**config.mk**
```make
export PLATFORM = sky130hd
export DESIGN_NAME = ifetch_unit_flat
export DESIGN_NICKNAME = d
export VERILOG_FILES = /design/src/rtl/cpu_pkg.sv /design/src/rtl/ifetch_unit_if.sv /design/src/rtl/ifetch_unit_pc_next_calc.sv /design/src/rtl/ifetch_unit.sv /design/src/flat_wrapper.sv
export SDC_FILE = /design/constraint.sdc
export NUM_CORES = 1
export LEC_CHECK = 0
export BUFFER_PORTS_ARGS = -buffer_cell sky130_fd_sc_hd__buf_2
export CAP_MARGIN = 5
export CORE_MARGIN = 4
export CORE_UTILIZATION = 30
export CTS_CLUSTER_DIAMETER = 30
export DETAILED_ROUTE_END_ITERATION = 10
export SLEW_MARGIN = 25
export SYNTH_ARGS = -nofsm -noshare
export SYNTH_HDL_FRONTEND = slang
export SYNTH_SLANG_ARGS = --single-unit
```
**constraint.sdc**
```tcl
create_clock -name clk -period 3.2 [get_ports clk]
set_input_delay 0.64 -clock clk [delete_from_list [all_inputs] [get_ports clk]]
set_output_delay 0.64 -clock clk [all_outputs]
set_load 0.01 [all_outputs]
```
**src/rtl/cpu_pkg.sv**
```systemverilog
// Shared core definitions: fetch FSM states, reset/NOP constants,
// and opcode values also used by the decoder.
package cpu_pkg;

    typedef enum logic [1:0] {
        S_IDLE,
        S_REQ,
        S_HOLD,
        S_HALT
    } fetch_state_e;

    localparam logic [31:0] RESET_PC_DEFAULT = 32'h0000_0000;
    localparam logic [31:0] CPU_NOP_INST     = 32'h0000_0013;

    localparam logic [6:0] OP_BRANCH = 7'b1100011;
    localparam logic [6:0] OP_LOAD   = 7'b0000011;
    localparam logic [6:0] OP_OPIMM  = 7'b0010011;
    localparam logic [6:0] OP_STORE  = 7'b0100011;

endpackage

```
**src/rtl/ifetch_unit_if.sv**
```systemverilog
// Fetch-stage bus: imem req/ack, core accept, branch info
// and the held-instruction bundle towards the decoder.
interface ifetch_unit_if;

    logic        imem_req;
    logic [31:0] imem_addr;
    logic [31:0] imem_rdata;
    logic        imem_ack;
    logic        core_ready;
    logic        br_taken;
    logic [31:0] br_offset;
    logic [31:0] inst;
    logic        inst_valid;
    logic [31:0] pc_out;
    logic [31:0] retire_cnt;
    logic        fetch_err;

    modport master (
        output imem_req, imem_addr,
        input  imem_rdata, imem_ack,
        input  core_ready, br_taken, br_offset,
        output inst, inst_valid, pc_out,
        output retire_cnt, fetch_err
    );

    modport slave (
        input  imem_req, imem_addr,
        output imem_rdata, imem_ack,
        output core_ready, br_taken, br_offset,
        input  inst, inst_valid, pc_out,
        input  retire_cnt, fetch_err
    );

endinterface

```
**src/rtl/ifetch_unit_pc_next_calc.sv**
```systemverilog
// Next-PC adder/select: sequential +4 or taken-branch target,
// plus a flag for a target that is not word aligned.
module pc_next_calc (
    input  logic [31:0] i_pc,
    input  logic        i_br_taken,
    input  logic [31:0] i_br_offset,
    output logic [31:0] o_next_pc,
    output logic        o_misalign
);

    logic [31:0] w_incr;

    // pick the increment, then one 32-bit modulo add
    always_comb begin
        w_incr     = i_br_taken ? i_br_offset : 32'd4;
        o_next_pc  = i_pc + w_incr;
        o_misalign = (o_next_pc[1:0] != 2'b00);
    end

endmodule

```
**src/rtl/ifetch_unit.sv**
```systemverilog
// Instruction fetch stage: PC, imem req/ack, hold-for-decoder.
// IFETCH_MISALIGN_TRAP_EN: halt with fetch_err on unaligned next PC.
module ifetch_unit
    import cpu_pkg::*;
#(
    parameter logic [31:0] RESET_PC = RESET_PC_DEFAULT,
    parameter logic [31:0] NOP_INST = CPU_NOP_INST
) (
    input  logic          clk,
    input  logic          rst,
    ifetch_unit_if.master bus
);

    fetch_state_e r_state, w_state_nxt;
    logic [31:0]  r_pc, w_pc_nxt;
    logic [31:0]  r_inst, w_inst_nxt;
    logic [31:0]  r_cnt, w_cnt_nxt;
    logic         r_valid, w_valid_nxt;
    logic         r_err, w_err_nxt;
    logic [31:0]  w_next_pc;
    logic         w_misalign;

    pc_next_calc u_pc_next_calc (
        .i_pc        (r_pc),
        .i_br_taken  (bus.br_taken),
        .i_br_offset (bus.br_offset),
        .o_next_pc   (w_next_pc),
        .o_misalign  (w_misalign)
    );

`ifndef IFETCH_MISALIGN_TRAP_EN
    logic w_unused_misalign;
    assign w_unused_misalign = w_misalign;
`endif

    // state and datapath registers; reset wins over everything
    always_ff @(posedge clk) begin
        if (rst) begin
            r_state <= S_IDLE;
            r_pc    <= RESET_PC;
            r_inst  <= NOP_INST;
            r_valid <= 1'b0;
            r_cnt   <= 32'd0;
            r_err   <= 1'b0;
        end else begin
            r_state <= w_state_nxt;
            r_pc    <= w_pc_nxt;
            r_inst  <= w_inst_nxt;
            r_valid <= w_valid_nxt;
            r_cnt   <= w_cnt_nxt;
            r_err   <= w_err_nxt;
        end
    end

    // next-state and datapath update
    always_comb begin
        w_state_nxt = r_state;
        w_pc_nxt    = r_pc;
        w_inst_nxt  = r_inst;
        w_valid_nxt = r_valid;
        w_cnt_nxt   = r_cnt;
        w_err_nxt   = r_err;
        unique case (r_state)
            S_IDLE: w_state_nxt = S_REQ;
            S_REQ: begin
                if (bus.imem_ack) begin
                    w_inst_nxt  = bus.imem_rdata;
                    w_valid_nxt = 1'b1;
                    w_state_nxt = S_HOLD;
                end
            end
            S_HOLD: begin
                if (bus.core_ready) begin
                    w_cnt_nxt   = r_cnt + 32'd1;
                    w_valid_nxt = 1'b0;
                    w_inst_nxt  = NOP_INST;
                    w_state_nxt = S_REQ;
`ifdef IFETCH_MISALIGN_TRAP_EN
                    w_pc_nxt    = w_next_pc;
                    if (w_misalign) begin
                        w_state_nxt = S_HALT;
                        w_err_nxt   = 1'b1;
                    end
`else
                    w_pc_nxt    = w_next_pc & ~32'h3;
`endif
                end
            end
            S_HALT: w_state_nxt = S_HALT;
        endcase
    end

    // bus outputs straight from registered state
    always_comb begin
        bus.imem_req   = (r_state == S_REQ);
        bus.imem_addr  = r_pc;
        bus.inst       = r_inst;
        bus.inst_valid = r_valid;
        bus.pc_out     = r_pc;
        bus.retire_cnt = r_cnt;
`ifdef IFETCH_MISALIGN_TRAP_EN
        bus.fetch_err  = r_err;
`else
        bus.fetch_err  = 1'b0;
`endif
    end

endmodule

```
**src/flat_wrapper.sv**
```systemverilog
// flat-port wrapper written by rule: the top's interface ports become plain ports
module ifetch_unit_flat import cpu_pkg::*;
#(
    parameter logic [31:0] RESET_PC = RESET_PC_DEFAULT,
    parameter logic [31:0] NOP_INST = CPU_NOP_INST
)
  (clk, rst, bus_imem_req, bus_imem_addr, bus_imem_rdata, bus_imem_ack, bus_core_ready, bus_br_taken, bus_br_offset, bus_inst, bus_inst_valid, bus_pc_out, bus_retire_cnt, bus_fetch_err);
  ifetch_unit_if bus_i ();
  input  logic clk;
  input  logic rst;
  output wire logic [$bits(bus_i.imem_req)-1:0] bus_imem_req;
  output wire logic [$bits(bus_i.imem_addr)-1:0] bus_imem_addr;
  input wire logic [$bits(bus_i.imem_rdata)-1:0] bus_imem_rdata;
  input wire logic [$bits(bus_i.imem_ack)-1:0] bus_imem_ack;
  input wire logic [$bits(bus_i.core_ready)-1:0] bus_core_ready;
  input wire logic [$bits(bus_i.br_taken)-1:0] bus_br_taken;
  input wire logic [$bits(bus_i.br_offset)-1:0] bus_br_offset;
  output wire logic [$bits(bus_i.inst)-1:0] bus_inst;
  output wire logic [$bits(bus_i.inst_valid)-1:0] bus_inst_valid;
  output wire logic [$bits(bus_i.pc_out)-1:0] bus_pc_out;
  output wire logic [$bits(bus_i.retire_cnt)-1:0] bus_retire_cnt;
  output wire logic [$bits(bus_i.fetch_err)-1:0] bus_fetch_err;
  assign bus_imem_req = bus_i.imem_req;
  assign bus_imem_addr = bus_i.imem_addr;
  assign bus_i.imem_rdata = bus_imem_rdata;
  assign bus_i.imem_ack = bus_imem_ack;
  assign bus_i.core_ready = bus_core_ready;
  assign bus_i.br_taken = bus_br_taken;
  assign bus_i.br_offset = bus_br_offset;
  assign bus_inst = bus_i.inst;
  assign bus_inst_valid = bus_i.inst_valid;
  assign bus_pc_out = bus_i.pc_out;
  assign bus_retire_cnt = bus_i.retire_cnt;
  assign bus_fetch_err = bus_i.fetch_err;
  ifetch_unit #(.RESET_PC(RESET_PC), .NOP_INST(NOP_INST)) u_core (.clk(clk), .rst(rst), .bus(bus_i));
endmodule
```
==> results by group <==
Job
  • MaxCap Viol Count: 0

STA
  • Slew @ Worst Pin: 808 ps
  • Post-route clock skew: 9.89 ps
  • Final period util: 0.931
  • RSZ-0062 raised after global routing: false
  • Slew Viols, Final: 0
  • Crit path time final: 2980 ps
  • Max Clk Rate: 336 MHz
  • Max_slew headroom: 0.459
  • Final hold violation count: 0
  • Setup TNS: 0 ps
  • Final setup viols: 0

Outcome
  • Status: finished clean

Place
  • # port buffers: between 150 and 200
  • DP Wirelength: between 10000 and 15000 µm
  • Gpl congestion: approximately 0.86
  • Inst Count DP: 1080

CTS
  • Setup bufs post-CTS: 0
  • Hold_buf cts: 0
  • Clock sink count: 97
  • Reg clk slew, reported paths: 70 ps
  • TritonCTS clock tree: built
  • Clk buf depth: 2
  • Worst-skew pair later-pin latency: 350 ps
  • CTS Root Buffer Type: clkbuf_16
  • Cts repair resizes: 0
  • TritonCTS Buffers: 9
  • H-Tree Depth: 3

Worst setup path
  • Crit Path Class: primary input to flop
  • Crit. Startpoint: bus_br_taken
  • Crit path DAT: 3270 ps
  • CP max FO: 21
  • Setup crit end kind: flop
  • Worst R2R Start: u_core.bus.imem_addr[2]
  • Required @ worst endpoint: 3490 ps
  • Startpoint types: primary input

Cells and area
  • # fillers: 1895
  • Post-layout util: 0.385
  • Layout Cells excl Fill: 1096
  • Share of cells above drive strength 1: 0.294
  • Final nets: around 960
  • Synth-to-layout area growth: 24.4%
  • Antenna Cells: 0

Floorplanning
  • I/O Pins: 200
  • Die X: between 100 and 150 µm
  • CORE AREA: 18200 µm²
  • Effective utilization at floorplan: 0.310
  • Die height: 145 µm
  • Number of core rows: 49
  • Die footprint: 21000 µm²

Yosys
  • Synth Area in Adders: 0.0701
  • Mux contribution to synthesized area: 0.00355
  • Top FF cell, synth: dfxtp_1
  • XOR/XNOR Fraction of Synth Area: 0.0730
  • Number of synthesized flops with an enable pin: 0
  • Synth Instances: 697
  • Synth Register Bits: 97
  • Syn Area/Cell: 8.09 µm²
  • Post-synthesis simple-gate area fraction: 0.236
  • Post-synthesis compound-gate area fraction: 0.194
  • Synth Cell Area: 5640 µm²
  • Ys async rst share: 0
  • Largest family of logic cells by synthesized area: simple AND/OR/NAND/NOR gates
  • Synth warnings: 0
  • Register area share after synthesis: 0.345
  • Post-synth cell types: 65

Routing
  • Drt pass-1 iters: 4
  • Drt via density: 4.87
  • DRT iter0 DRCs: 215
  • DRC: 0
  • Post-route ant nets: 0
  • Routed via count: 5339
  • Final WL: 15900 µm
  • Final routed wire length divided by cell count: 14.5 µm

GRT
  • Antenna violations before repair: 1
  • Vias in the first global route: 5151
  • First-pass GRT wire length: 26200 µm
  • Gr usage total: 0.148
  • Largest net degree at the start of global routing: 52
  • Grt ovf: 0

Power and ir drop
  • Static Leak: 3.33 nW
  • Power Density: 385 nW/µm²
  • Worst vdd ir: 0.225 mV

Min path
  • Worst Hold Launch: u_core.bus.inst_valid
  • Worst min-delay path class: flop to flop
==> metal layers <==
metal / GRT usage / vias to the layer above / share of wire
met5: 0 / - / 0.00044
met4: 0.0389 / 2 / 0.013
met3: 0.0486 / 18 / 0.072
met2: 0.225 / 169 / 0.42
met1: 0.201 / 2432 / 0.49
li1: - / 2718 / -
==> cell type report <==
cell class | instances | area (µm²) | area share
inverters | 10 | 37.5 | 0.00535
clock inverters | 7 | 81.3 | 0.0116
clock buffers | 9 | 225 | 0.0321
flip-flops and latches | 97 | 1940 | 0.277
repair buffers | 220 | 1170 | 0.167
well taps | 229 | 287 | 0.0408
multi-input cells | 524 | 3270 | 0.466
==> power breakdown <==
group          switching (W)  total, W  leakage, nW  internal [W]
logic               0.000188  0.000331         2.40      0.000143
registers          0.0000205   0.00126        0.785       0.00124
clock network       0.000553   0.00111        0.150      0.000558
total               0.000762   0.00270         3.33       0.00194
==> kinds of logic after synthesis <==
family	after synthesis
xor gates and xnor gates	47
adders and majority gates	31
DFF	97
buffers and inverters	80
other	1
muxes	2
AOI/OAI and AO/OA	170
and+or+nand+nor	269
==> worst max-delay path, cell delays in order <==
cell and delay (ps):
buf_2 210, nand2b_1 120, ha_1 160, inv_1 60, fa_1 380, and2b_1 240
o21ai_2 70, a21oi_2 180, o2111ai_2 180, a41oi_2 270, a31oi_1 170, or4b_1 490
nand3_1 90
==> synthesized netlist by cell type (all sizes together) (4+ instances only) <==
master	count	area (µm²)
dfxtp	97	1940
nor2	83	322
nand2	76	288
a21oi	60	304
buf	43	303
o21ai	36	184
xor2	31	272
a22oi	30	225
ha	30	375
and2	29	181
clkbuf	27	101
nand3	16	85.1
xnor2	16	140
a21o	13	97.6
nand4	13	96.3
or3	12	75.1
inv	10	37.5
nand2b	9	56.3
nor3	9	61.3
a211oi	5	37.5
and3	5	31.3
o211ai	4	30.0
==> metrics by stage <==
step	power, W	hold slack, ps	setup slack [ps]	instance area (µm²)
2_1_floorplan	0.00149	481	169	5650
3_3_place_gp	0.00161	443	-106	6710
3_5_place_dp	0.00162	452	-157	6710
4_1_cts	0.00274	463	210	7010
5_1_grt	0.00283	492	0.535	7010
6_report	0.00270	456	220	7010
==> path summary, 6_finish.rpt <==
path / slack, ps / cells past startpoint / end
hold / removal: 460 / 2 / u_core.bus.inst_valid
setup reg to reg: 450 / 11 / u_core.bus.imem_addr[28]
setup / recovery: 220 / 13 / u_core.bus.imem_addr[28]
hold reg to reg: 460 / 2 / u_core.bus.inst_valid
==> placed cells by master (no fill, tap or decap), types with 2 or more instances in the layout <==
cell,count
nand4_1,12
conb_1,5
o21ai_1,4
and4_1,2
clkinv_8,2
nor2_1,80
nor2b_1,3
inv_8,2
nand2b_1,9
a31oi_2,2
a21o_1,13
and3_1,5
o22ai_1,3
a211oi_1,5
a22oi_1,30
dfxtp_1,97
xor2_1,31
buf_2,192
nand3_1,15
o211ai_1,4
and2b_1,3
o21ai_0,31
nor2_2,2
a21oi_1,59
xnor2_1,16
and2_1,29
nor3_1,7
ha_1,30
mux2i_1,2
or3_1,12
inv_1,10
nand4b_1,2
clkinv_4,2
o21bai_1,3
nand2_1,75
clkbuf_16,9
buf_4,28
==> flip-flops by register name, summed over array words and instances, names as in the netlist <==
name                   flops
u_core.bus.retire_cnt     32
u_core.r_state             2
u_core.bus.inst           32
u_core.bus.inst_valid      1
u_core.bus.imem_addr      30
Power figures use the tool's default switching activity.
